`config.mk`:
```
export PLATFORM = sky130hd
export DESIGN_NAME = n101_tl_d_gather
export DESIGN_NICKNAME = d
export VERILOG_FILES = /design/src/rtl/n101_tl_pkg.sv /design/src/rtl/n101_tl_d_lane_pack.sv /design/src/rtl/n101_tl_d_gather.sv
export SDC_FILE = /design/constraint.sdc
export NUM_CORES = 1
export LEC_CHECK = 0
export ABC_AREA = 1
export BUFFER_PORTS_ARGS = -buffer_cell sky130_fd_sc_hd__buf_2
export CORE_MARGIN = 3
export CORE_UTILIZATION = 57
export CTS_CLUSTER_DIAMETER = 150
export DETAILED_ROUTE_END_ITERATION = 12
export PLACE_DENSITY = 0.91
export SETUP_SLACK_MARGIN = 0.02
export SLEW_MARGIN = 20
export SYNTH_ARGS = -nofsm -noshare
export SYNTH_HDL_FRONTEND = slang
export SYNTH_SLANG_ARGS = --single-unit
```
`constraint.sdc`:
```
create_clock -name clock -period 3.5 [get_ports clock]
set_clock_uncertainty 0.1 [all_clocks]
set_input_delay 0.35 -clock clock [delete_from_list [all_inputs] [get_ports clock]]
set_output_delay 0.35 -clock clock [all_outputs]
set_load 0.02 [all_outputs]
```
`src/rtl/n101_tl_pkg.sv`:
```
// Shared TileLink-UL D-channel definitions for the n101 peripheral width adapter.
package n101_tl_pkg;

  localparam logic [2:0] TL_D_ACCESSACK     = 3'd0;
  localparam logic [2:0] TL_D_ACCESSACKDATA = 3'd1;

  localparam int TL_OPCODE_W = 3;
  localparam int TL_PARAM_W  = 2;
  localparam int TL_SIZE_W   = 3;
  localparam int TL_SOURCE_W = 2;

  localparam int TL_OUT_BYTES = 4;
  localparam int TL_CNT_W     = $clog2(TL_OUT_BYTES);

  typedef struct packed {
    logic [TL_OPCODE_W-1:0] opcode;
    logic [TL_PARAM_W-1:0]  param;
    logic [TL_SIZE_W-1:0]   size;
    logic [TL_SOURCE_W-1:0] source;
  } hdr_t;

  // Narrow beats per wide beat minus one: min(2^size, OUT_BYTES) - 1.
  function automatic logic [TL_CNT_W-1:0] beats_m1(input logic [TL_SIZE_W-1:0] size);
    logic [TL_CNT_W-1:0] r;
    r = '0;
    for (int i = 0; i < TL_CNT_W; i++) begin
      if (int'(size) > i) r[i] = 1'b1;
    end
    return r;
  endfunction

  function automatic logic has_data(input logic [TL_OPCODE_W-1:0] opcode);
    return opcode == TL_D_ACCESSACKDATA;
  endfunction

endpackage

```
`src/rtl/n101_tl_d_lane_pack.sv`:
```
// Replicates the collected narrow lanes across the wide word according to size.
// Combinational, no backpressure.
module n101_tl_d_lane_pack
  import n101_tl_pkg::*;
#(
  parameter int OUT_BYTES = TL_OUT_BYTES,
  parameter int LANE_W    = 8,
  parameter int CNT_W     = $clog2(OUT_BYTES)
) (
  input  logic [TL_SIZE_W-1:0]               size,
  input  logic [OUT_BYTES-1:0][LANE_W-1:0]   lanes,
  output logic [OUT_BYTES*LANE_W-1:0]        data
);

  logic [CNT_W-1:0] mask;

  always_comb begin
    mask = beats_m1(size);
    data = '0;
    // Output lane i repeats collected lane (i mod N); N is a power of two.
    for (int i = 0; i < OUT_BYTES; i++) begin
      data[i*LANE_W +: LANE_W] = lanes[CNT_W'(i) & mask];
    end
  end

endmodule

```
`src/rtl/n101_tl_d_gather.sv`:
```
// Gathers 1/2/4 narrow TL-UL D beats into one wide D beat; 1-cycle registered output.
// Non-last beats always accepted; the last beat waits for the output slot to free.
module n101_tl_d_gather
  import n101_tl_pkg::*;
#(
  parameter int IN_BYTES  = 1,
  parameter int OUT_BYTES = TL_OUT_BYTES,
  parameter int CNT_W     = $clog2(OUT_BYTES)
) (
  input  logic                        clock,
  input  logic                        reset,
  output logic                        io_enq_ready,
  input  logic                        io_enq_valid,
  input  logic [TL_OPCODE_W-1:0]      io_enq_bits_opcode,
  input  logic [TL_PARAM_W-1:0]       io_enq_bits_param,
  input  logic [TL_SIZE_W-1:0]        io_enq_bits_size,
  input  logic [TL_SOURCE_W-1:0]      io_enq_bits_source,
  input  logic                        io_enq_bits_error,
  input  logic [8*IN_BYTES-1:0]       io_enq_bits_data,
  input  logic                        io_deq_ready,
  output logic                        io_deq_valid,
  output logic [TL_OPCODE_W-1:0]      io_deq_bits_opcode,
  output logic [TL_PARAM_W-1:0]       io_deq_bits_param,
  output logic [TL_SIZE_W-1:0]        io_deq_bits_size,
  output logic [TL_SOURCE_W-1:0]      io_deq_bits_source,
  output logic                        io_deq_bits_error,
  output logic [8*IN_BYTES*OUT_BYTES-1:0] io_deq_bits_data,
  output logic                        io_busy
);

  localparam int LANE_W = 8 * IN_BYTES;

  logic [CNT_W-1:0]                 count_q;
  logic [CNT_W-1:0]                 n_m1_q;
  hdr_t                             hdr_q;
  logic                             err_q;
  logic [OUT_BYTES-1:0][LANE_W-1:0] lanes_q;

  logic                             deq_valid_q;
  hdr_t                             deq_hdr_q;
  logic                             deq_err_q;
  logic [OUT_BYTES*LANE_W-1:0]      deq_data_q;

  hdr_t                             enq_hdr;
  hdr_t                             grp_hdr;
  logic                             first;
  logic                             last;
  logic                             fire;
  logic [CNT_W-1:0]                 n_m1_cur;
  logic [OUT_BYTES-1:0][LANE_W-1:0] lanes_next;
  logic [OUT_BYTES*LANE_W-1:0]      packed_data;

  always_comb begin
    enq_hdr = '{opcode: io_enq_bits_opcode, param: io_enq_bits_param,
                size: io_enq_bits_size, source: io_enq_bits_source};
    first    = (count_q == '0);
    // Group length and header come from the first beat; later headers are ignored.
    n_m1_cur = first ? beats_m1(io_enq_bits_size) : n_m1_q;
    grp_hdr  = first ? enq_hdr : hdr_q;
    last     = (count_q == n_m1_cur);
    io_enq_ready = last ? (!deq_valid_q || io_deq_ready) : 1'b1;
    fire     = io_enq_valid && io_enq_ready;
    lanes_next = lanes_q;
    lanes_next[count_q] = io_enq_bits_data;
  end

  n101_tl_d_lane_pack #(
    .OUT_BYTES (OUT_BYTES),
    .LANE_W    (LANE_W),
    .CNT_W     (CNT_W)
  ) u_lane_pack (
    .size  (grp_hdr.size),
    .lanes (lanes_next),
    .data  (packed_data)
  );

  always_ff @(posedge clock or posedge reset) begin
    if (reset) begin
      count_q     <= '0;
      n_m1_q      <= '0;
      hdr_q       <= '0;
      err_q       <= 1'b0;
      lanes_q     <= '0;
      deq_valid_q <= 1'b0;
      deq_hdr_q   <= '0;
      deq_err_q   <= 1'b0;
      deq_data_q  <= '0;
    end else begin
      if (fire && !last) begin
        lanes_q <= lanes_next;
        err_q   <= err_q | io_enq_bits_error;
        count_q <= count_q + 1'b1;
        if (first) begin
          hdr_q  <= enq_hdr;
          n_m1_q <= n_m1_cur;
        end
      end
      if (fire && last) begin
        deq_hdr_q   <= grp_hdr;
        deq_err_q   <= err_q | io_enq_bits_error;
        deq_data_q  <= has_data(grp_hdr.opcode) ? packed_data : '0;
        deq_valid_q <= 1'b1;
        count_q     <= '0;
        err_q       <= 1'b0;
      end else if (io_deq_ready) begin
        deq_valid_q <= 1'b0;
      end
    end
  end

  assign io_deq_valid       = deq_valid_q;
  assign io_deq_bits_opcode = deq_hdr_q.opcode;
  assign io_deq_bits_param  = deq_hdr_q.param;
  assign io_deq_bits_size   = deq_hdr_q.size;
  assign io_deq_bits_source = deq_hdr_q.source;
  assign io_deq_bits_error  = deq_err_q;
  assign io_deq_bits_data   = deq_data_q;
  assign io_busy            = (count_q != '0);

endmodule

```
# ---- Word-level counts from Yosys, hierarchy flattened
# Cells that the tools add are included.
dict set report word_totals {
  register_bits 91
  in_bits 23
  out_inout_bits 46
}
dict set report op_classes {
  addsub 1
  order_cmp 9
  n_eq_ne 2
  n_mux 23
  n_bitwise 1
  reduce_logical 12
}
# cell count
set ops {}
lappend ops {{$mux W8} 6}
lappend ops {{$bwmux W32} 1}
lappend ops {{$mux W32} 1}
lappend ops {{$bmux W8 S2} 1}
lappend ops {{$demux W8 S2} 1}
lappend ops {{$gt A3 B1 Y1 const B} 4}
lappend ops {{$mux W10} 1}
lappend ops {{$lt A2 B3 Y1 const B} 3}
lappend ops {{$mux W1} 9}
lappend ops {{$mux W2} 3}
lappend ops {{$reduce_bool A2 Y1} 3}
lappend ops {{$logic_and A1 B1 Y1} 4}
lappend ops {{$eq A3 B1 Y1 const B} 1}
lappend ops {{$lt A1 B3 Y1 const B} 1}
lappend ops {{$add A2 B1 Y2 const B} 1}
lappend ops {{$eq A2 B2 Y1} 1}
lappend ops {{$ge A2 B1 Y1 const B} 1}
lappend ops {{$logic_not A1 Y1} 2}
lappend ops {{$logic_not A2 Y1} 1}
lappend ops {{$reduce_and A2 Y1} 1}
lappend ops {{$logic_or A1 B1 Y1} 1}
lappend ops {{$or A1 B1 Y1} 1}

# ---- Logic depth before layout (Yosys ltp)
dict set report depth {
  depth_word 9
  ltp_mapped 14
}

# ---- Modules after synthesis
# Synthesis repeated with hierarchy kept, for this count alone.
dict set report unflattened {
  hier_cells 730
  hier_area_um2 5200.0
}
# module instances cells_per_inst area_per_inst_um2 seq_area_each_um2
set modules_own_cells {}
lappend modules_own_cells {n101_tl_d_gather 1 635 4698.3 2277.2}
lappend modules_own_cells {n101_tl_d_lane_pack 1 95 501.7 0.0}

# ---- Worst setup path after synthesis
# OpenSTA, ideal clock, no wires.
dict set report synth_path {
  path_type {flip-flop to flip-flop}
  start {reg count_q[0]}
  end {reg deq_data_q[24], in the netlist io_deq_bits_data[24]}
  t_arrival_ns 1.801
  required_ns 3.268
  slack_ns 1.468
  path_stages_with_launch 13
  path_cell_list {dfrtp_1 -> inv_1 -> ha_1 -> buf_6 -> or2_1 -> nand2_1 -> nand2_1 -> nand2_2 -> nand4_4 -> buf_6 -> buf_6 -> nand2_1 -> o21ai_1}
}
dict set report synth_between {
  elab_chain_cells 8
  word_cells_on_any_way 21
  classes_between {4 x order compare; 2 x eq/ne; 11 x mux; 4 x reduce/logical}
}
# item line
set synth_rtl {}
lappend synth_rtl {{start, declared} n101_tl_d_gather.sv:33} ;# logic [CNT_W-1:0] count_q;
lappend synth_rtl {{start signal, assigned} n101_tl_d_gather.sv:92} ;# count_q <= count_q + 1'b1;
lappend synth_rtl {{$lt A2 B3 Y1 (implied by the code) / $ge A2 B1 Y1 (equally long branches)} n101_tl_d_gather.sv:64} ;# lanes_next[count_q] = io_enq_bits_data;
lappend synth_rtl {{$logic_and A1 B1 Y1 (implied by the code)} n101_tl_d_gather.sv:64}
lappend synth_rtl {{$mux W8 (implied by the code)} n101_tl_d_gather.sv:64}
lappend synth_rtl {{$demux W8 S2} n101_tl_d_gather.sv:64}
lappend synth_rtl {{$bwmux W32} n101_tl_d_gather.sv:64}
lappend synth_rtl {{$bmux W8 S2} n101_tl_d_lane_pack.sv:22} ;# data[i*LANE_W +: LANE_W] = lanes[CNT_W'(i) & mask];
lappend synth_rtl {{$mux W8 (implied by the code)} n101_tl_d_lane_pack.sv:22}
lappend synth_rtl {{$mux W32} n101_tl_d_gather.sv:101} ;# deq_data_q <= has_data(grp_hdr.opcode) ? packed_data : '0;
lappend synth_rtl {{end signal, assigned} n101_tl_d_gather.sv:101}
lappend synth_rtl {{end, declared} n101_tl_d_gather.sv:42} ;# logic [OUT_BYTES*LANE_W-1:0] deq_data_q;
# Several ways; a longest one is shown, not always the timed one. The select of a mux whose other input is x is not followed.
# A chain may end at the register's enable or synchronous reset.

# ---- Final worst setup path
dict set report layout_path {
  start {reg count_q[0]}
  end {reg lanes_q[25] in the netlist's numbering}
}
dict set report layout_between {
  elab_chain_cells 6
  word_cells_on_any_way 13
  classes_between {2 x order compare; 1 x eq/ne; 5 x mux; 5 x reduce/logical}
}
# item line
set layout_rtl {}
lappend layout_rtl {{parallel branches: the longest is 6 deep, another holds $lt A2 B3 Y1} --}
lappend layout_rtl {{end signal, assigned} n101_tl_d_gather.sv:90} ;# lanes_q <= lanes_next;
lappend layout_rtl {{end, declared} n101_tl_d_gather.sv:37} ;# logic [OUT_BYTES-1:0][LANE_W-1:0] lanes_q;
# Several ways; the timed one is not identified.

==> impl_metrics.tcl <==
set metrics [dict create \
    worstSetupEndpointType "flip-flop" \
    cts_root_buf "clkbuf_8" \
    finalSetupViolations 0 \
    drt_iter0_markers 378 \
    drv_cap 0 \
    grt_antenna_before_repair 0 \
    routed_via_density 5.425 \
    grt.overflow.total 0 \
    muxShareOfSynthArea_pct 0.8867 \
    cp.required_ns 3.65 \
    grt.busiest_layer "met2" \
    min-delay-path-class "in -> reg" \
    routedWlPerCell_um 14.49 \
    core_area_mm2 0.007486 \
    ctsHtreeMaxLevel 3 \
    first_pass_iters 5 \
    cts_made_buffers 9 \
    placed_area_mm2 0.004846 \
    setup_slack_ns 0.6183 \
    grt_pass1_wl_mm 17.46 \
    ir_drop_v 0.0004604 \
    grt_util_met3_pct 3.586 \
    met1_usage_pct 36.20 \
    dpl.hpwl_mm 7.666 \
    yosys-top-cells-count "226 x nand2_1, 91 x dfrtp_1, 83 x o21ai_0, 51 x inv_1, 27 x o21ai_1" \
    crit_fanout 54 \
    power_density_mw_per_mm2 993.8 \
    ios 69 \
    ys_types 24 \
    met2_usage_pct 37.64 \
    fin_area_mm2 0.005057 \
    fin_crit_ns 2.882 \
    avgSynthCellArea_um2 7.840 \
    portBuffers 68 \
    fmax_mhz 347.0 \
    syn_to_final_growth_pct 12.00 \
    dieArea_mm2 0.009026 \
    synth.top_cell.area_share_pct 50.43 \
    grt_max_degree 88 \
    ant_nets 0 \
    hold_path_depth 3 \
    synth.top_cells.by_area "dfrtp_1 50%, nand2_1 19%, o21ai_0 9.2%, inv_1 4.2%, o21ai_1 3.0%" \
    ys_warn_count 0 \
    yosys.area_share.xor_xnor_pct 0 \
    clock_path_buffers 2 \
    insertion_delay_ns 0.35 \
    die_y_um 95.01 \
    ys_seq_elements 91 \
    tightest_slew_ns 0.8450 \
    start_util_pct 60.32 \
    relSlewSlack_pct 43.47 \
    synth-simple-area-share_pct 23.33 \
    yosys.area_share.adder_pct 1.385 \
    cp.arrival_ns 3.03 \
    rows 31 \
    p_leak_uw 0.002636 \
    rsz0062_at_grt "no" \
    place_inst 719 \
    cts_tree "yes" \
    antennaDiodeCount 0 \
    netlist_instances 576 \
    setup_tns_ns 0 \
    yosysMostFrequentCell "nand2_1" \
    synth_edf_count 0 \
    place_ws_ns 0.6821 \
    grt_pass1_vias 3670 \
    synth_compound_area_share_pct 15.32 \
    report.final.slew_viol_count 0 \
    async_flop_share_pct 100.0 \
    synth_top_area_cell "dfrtp_1" \
    layout-drive-gt1-share_pct 16.64 \
    p_total_uw 5026 \
    wirelength_mm 10.67 \
    stdcell_count 736 \
    grtUsageTotal_pct 24.79 \
    critPathKind "reg -> reg" \
    finalCritPeriodShare_pct 82.34 \
    finalHoldViolCount 0 \
    synth_top_family_by_area "simple AND/OR/NAND/NOR gates" \
    vias 3993 \
    die_w_um 95.01 \
    syn-cell-area_mm2 0.004516 \
    syn_nets 604 \
    cts_sinks 91 \
    worstSetupStartpointType "flip-flop" \
    drc 0 \
    finalNetCount 660 \
    yosysSeqAreaShare_pct 50.43 \
    gp_congestion 0.9059 \
    cts.reportedPaths.clkPinSlew_ns 0.09 \
    ys.flop_type "dfrtp_1" \
    outcome "completed" \
    r2r_cells 13 \
]
## registers in the layout, summed over array words and instances, names as in the netlist
name                flops
io_deq_bits_data       32
lanes_q                32
hdr_q                  10
io_deq_bits_opcode      3
io_deq_bits_size        3
count_q                 2
io_deq_bits_param       2
io_deq_bits_source      2
n_m1_q                  2
err_q                   1
io_deq_bits_error       1
io_deq_valid            1
## kinds of logic after synthesis
family                     after synthesis
adders and majority gates                5
and+or+nand+nor                        264
DFF                                     91
AOI/OAI and AO/OA                      128
buffers and inverters                   84
muxes                                    4
## timing repair
item                      4_1_cts  5_1_grt
buffers inserted                0        0
gates resized for setup         0        0
hold buffers                    1        0
hold endpoints to repair       27        0
## power by group
group	switching (uW)	internal, uW	total (uW)
clock	380	350	729
sequential	220	1480	1700
combinational	1830	766	2590
## through the flow
| step | hold slack [ns] | util (%) |
|---|---|---|
| 2_1_floorplan | 0.3343 | - |
| 3_3_place_gp | 0.2956 | 64.73 |
| 3_5_place_dp | 0.3018 | 64.73 |
| 4_1_cts | 0.1710 | 67.56 |
| 5_1_grt | 0.1857 | 67.56 |
| 6_report | 0.1771 | 67.56 |
## worst max-delay path, stage by stage (launching register included)
cell and delay [ns]:
dfrtp_1 0.45, inv_1 0.17, ha_1 0.23, buf_4 0.26
inv_2 0.11, nor2_1 0.10, nand2_1 0.07, nand2_1 0.08
nand2_1 0.06, nand2_2 0.12, nand2_2 0.11, nand2_2 0.63
nand2_1 0.14, o21ai_0 0.13
## metal layers
metal	share of wire, %	vias to the layer above	wire (um)
met2	46	170	4932
met4	1.2	0	131
met3	6.7	15	720
li1	-	1947	-
met1	46	1861	4882
met5	0	-	0
## layout make-up
| type | count | area, um2 |
|---|---|---|
| inverter | 52 | 196.4 |
| sequential | 91 | 2277 |
| tap | 99 | 123.9 |
| fill | 574 | 2429 |
| multi-input combinational | 401 | 1848 |
| clock buffer | 10 | 137.6 |
| clock inverter | 6 | 63.81 |
| timing repair buffer | 77 | 410.4 |
## cells in the final DEF (no fill, tap or decap), drive strengths merged, types with 3 or more instances in the layout
| cell type | Yosys | final |
|---|---|---|
| nand4 | 3 | 3 |
| ha | 5 | 5 |
| inv | 52 | 52 |
| dfrtp | 91 | 91 |
| o21ai | 116 | 116 |
| mux2i | 4 | 4 |
| nor2 | 8 | 8 |
| clkbuf | 9 | 10 |
| nand2 | 229 | 229 |
| nand3 | 22 | 22 |
| o211ai | 9 | 9 |
| clkinv | 0 | 3 |
| buf | 23 | 76 |
## final timing paths
| check | start | slack (ns) | to |
|---|---|---|---|
| worst max-delay path | count_q[0] | 0.62 | lanes_q[25] |
| worst min-delay path | io_enq_bits_error | 0.18 | err_q |
| worst max register to register | count_q[0] | 0.62 | lanes_q[25] |
| worst min register to register | io_deq_bits_size[2] | 0.38 | io_deq_bits_size[2] |
| max in group asynchronous | reset | 2.02 | hdr_q[1] |
| min in group asynchronous | reset | 0.46 | hdr_q[5] |
Power figures use the tool's default switching activity.
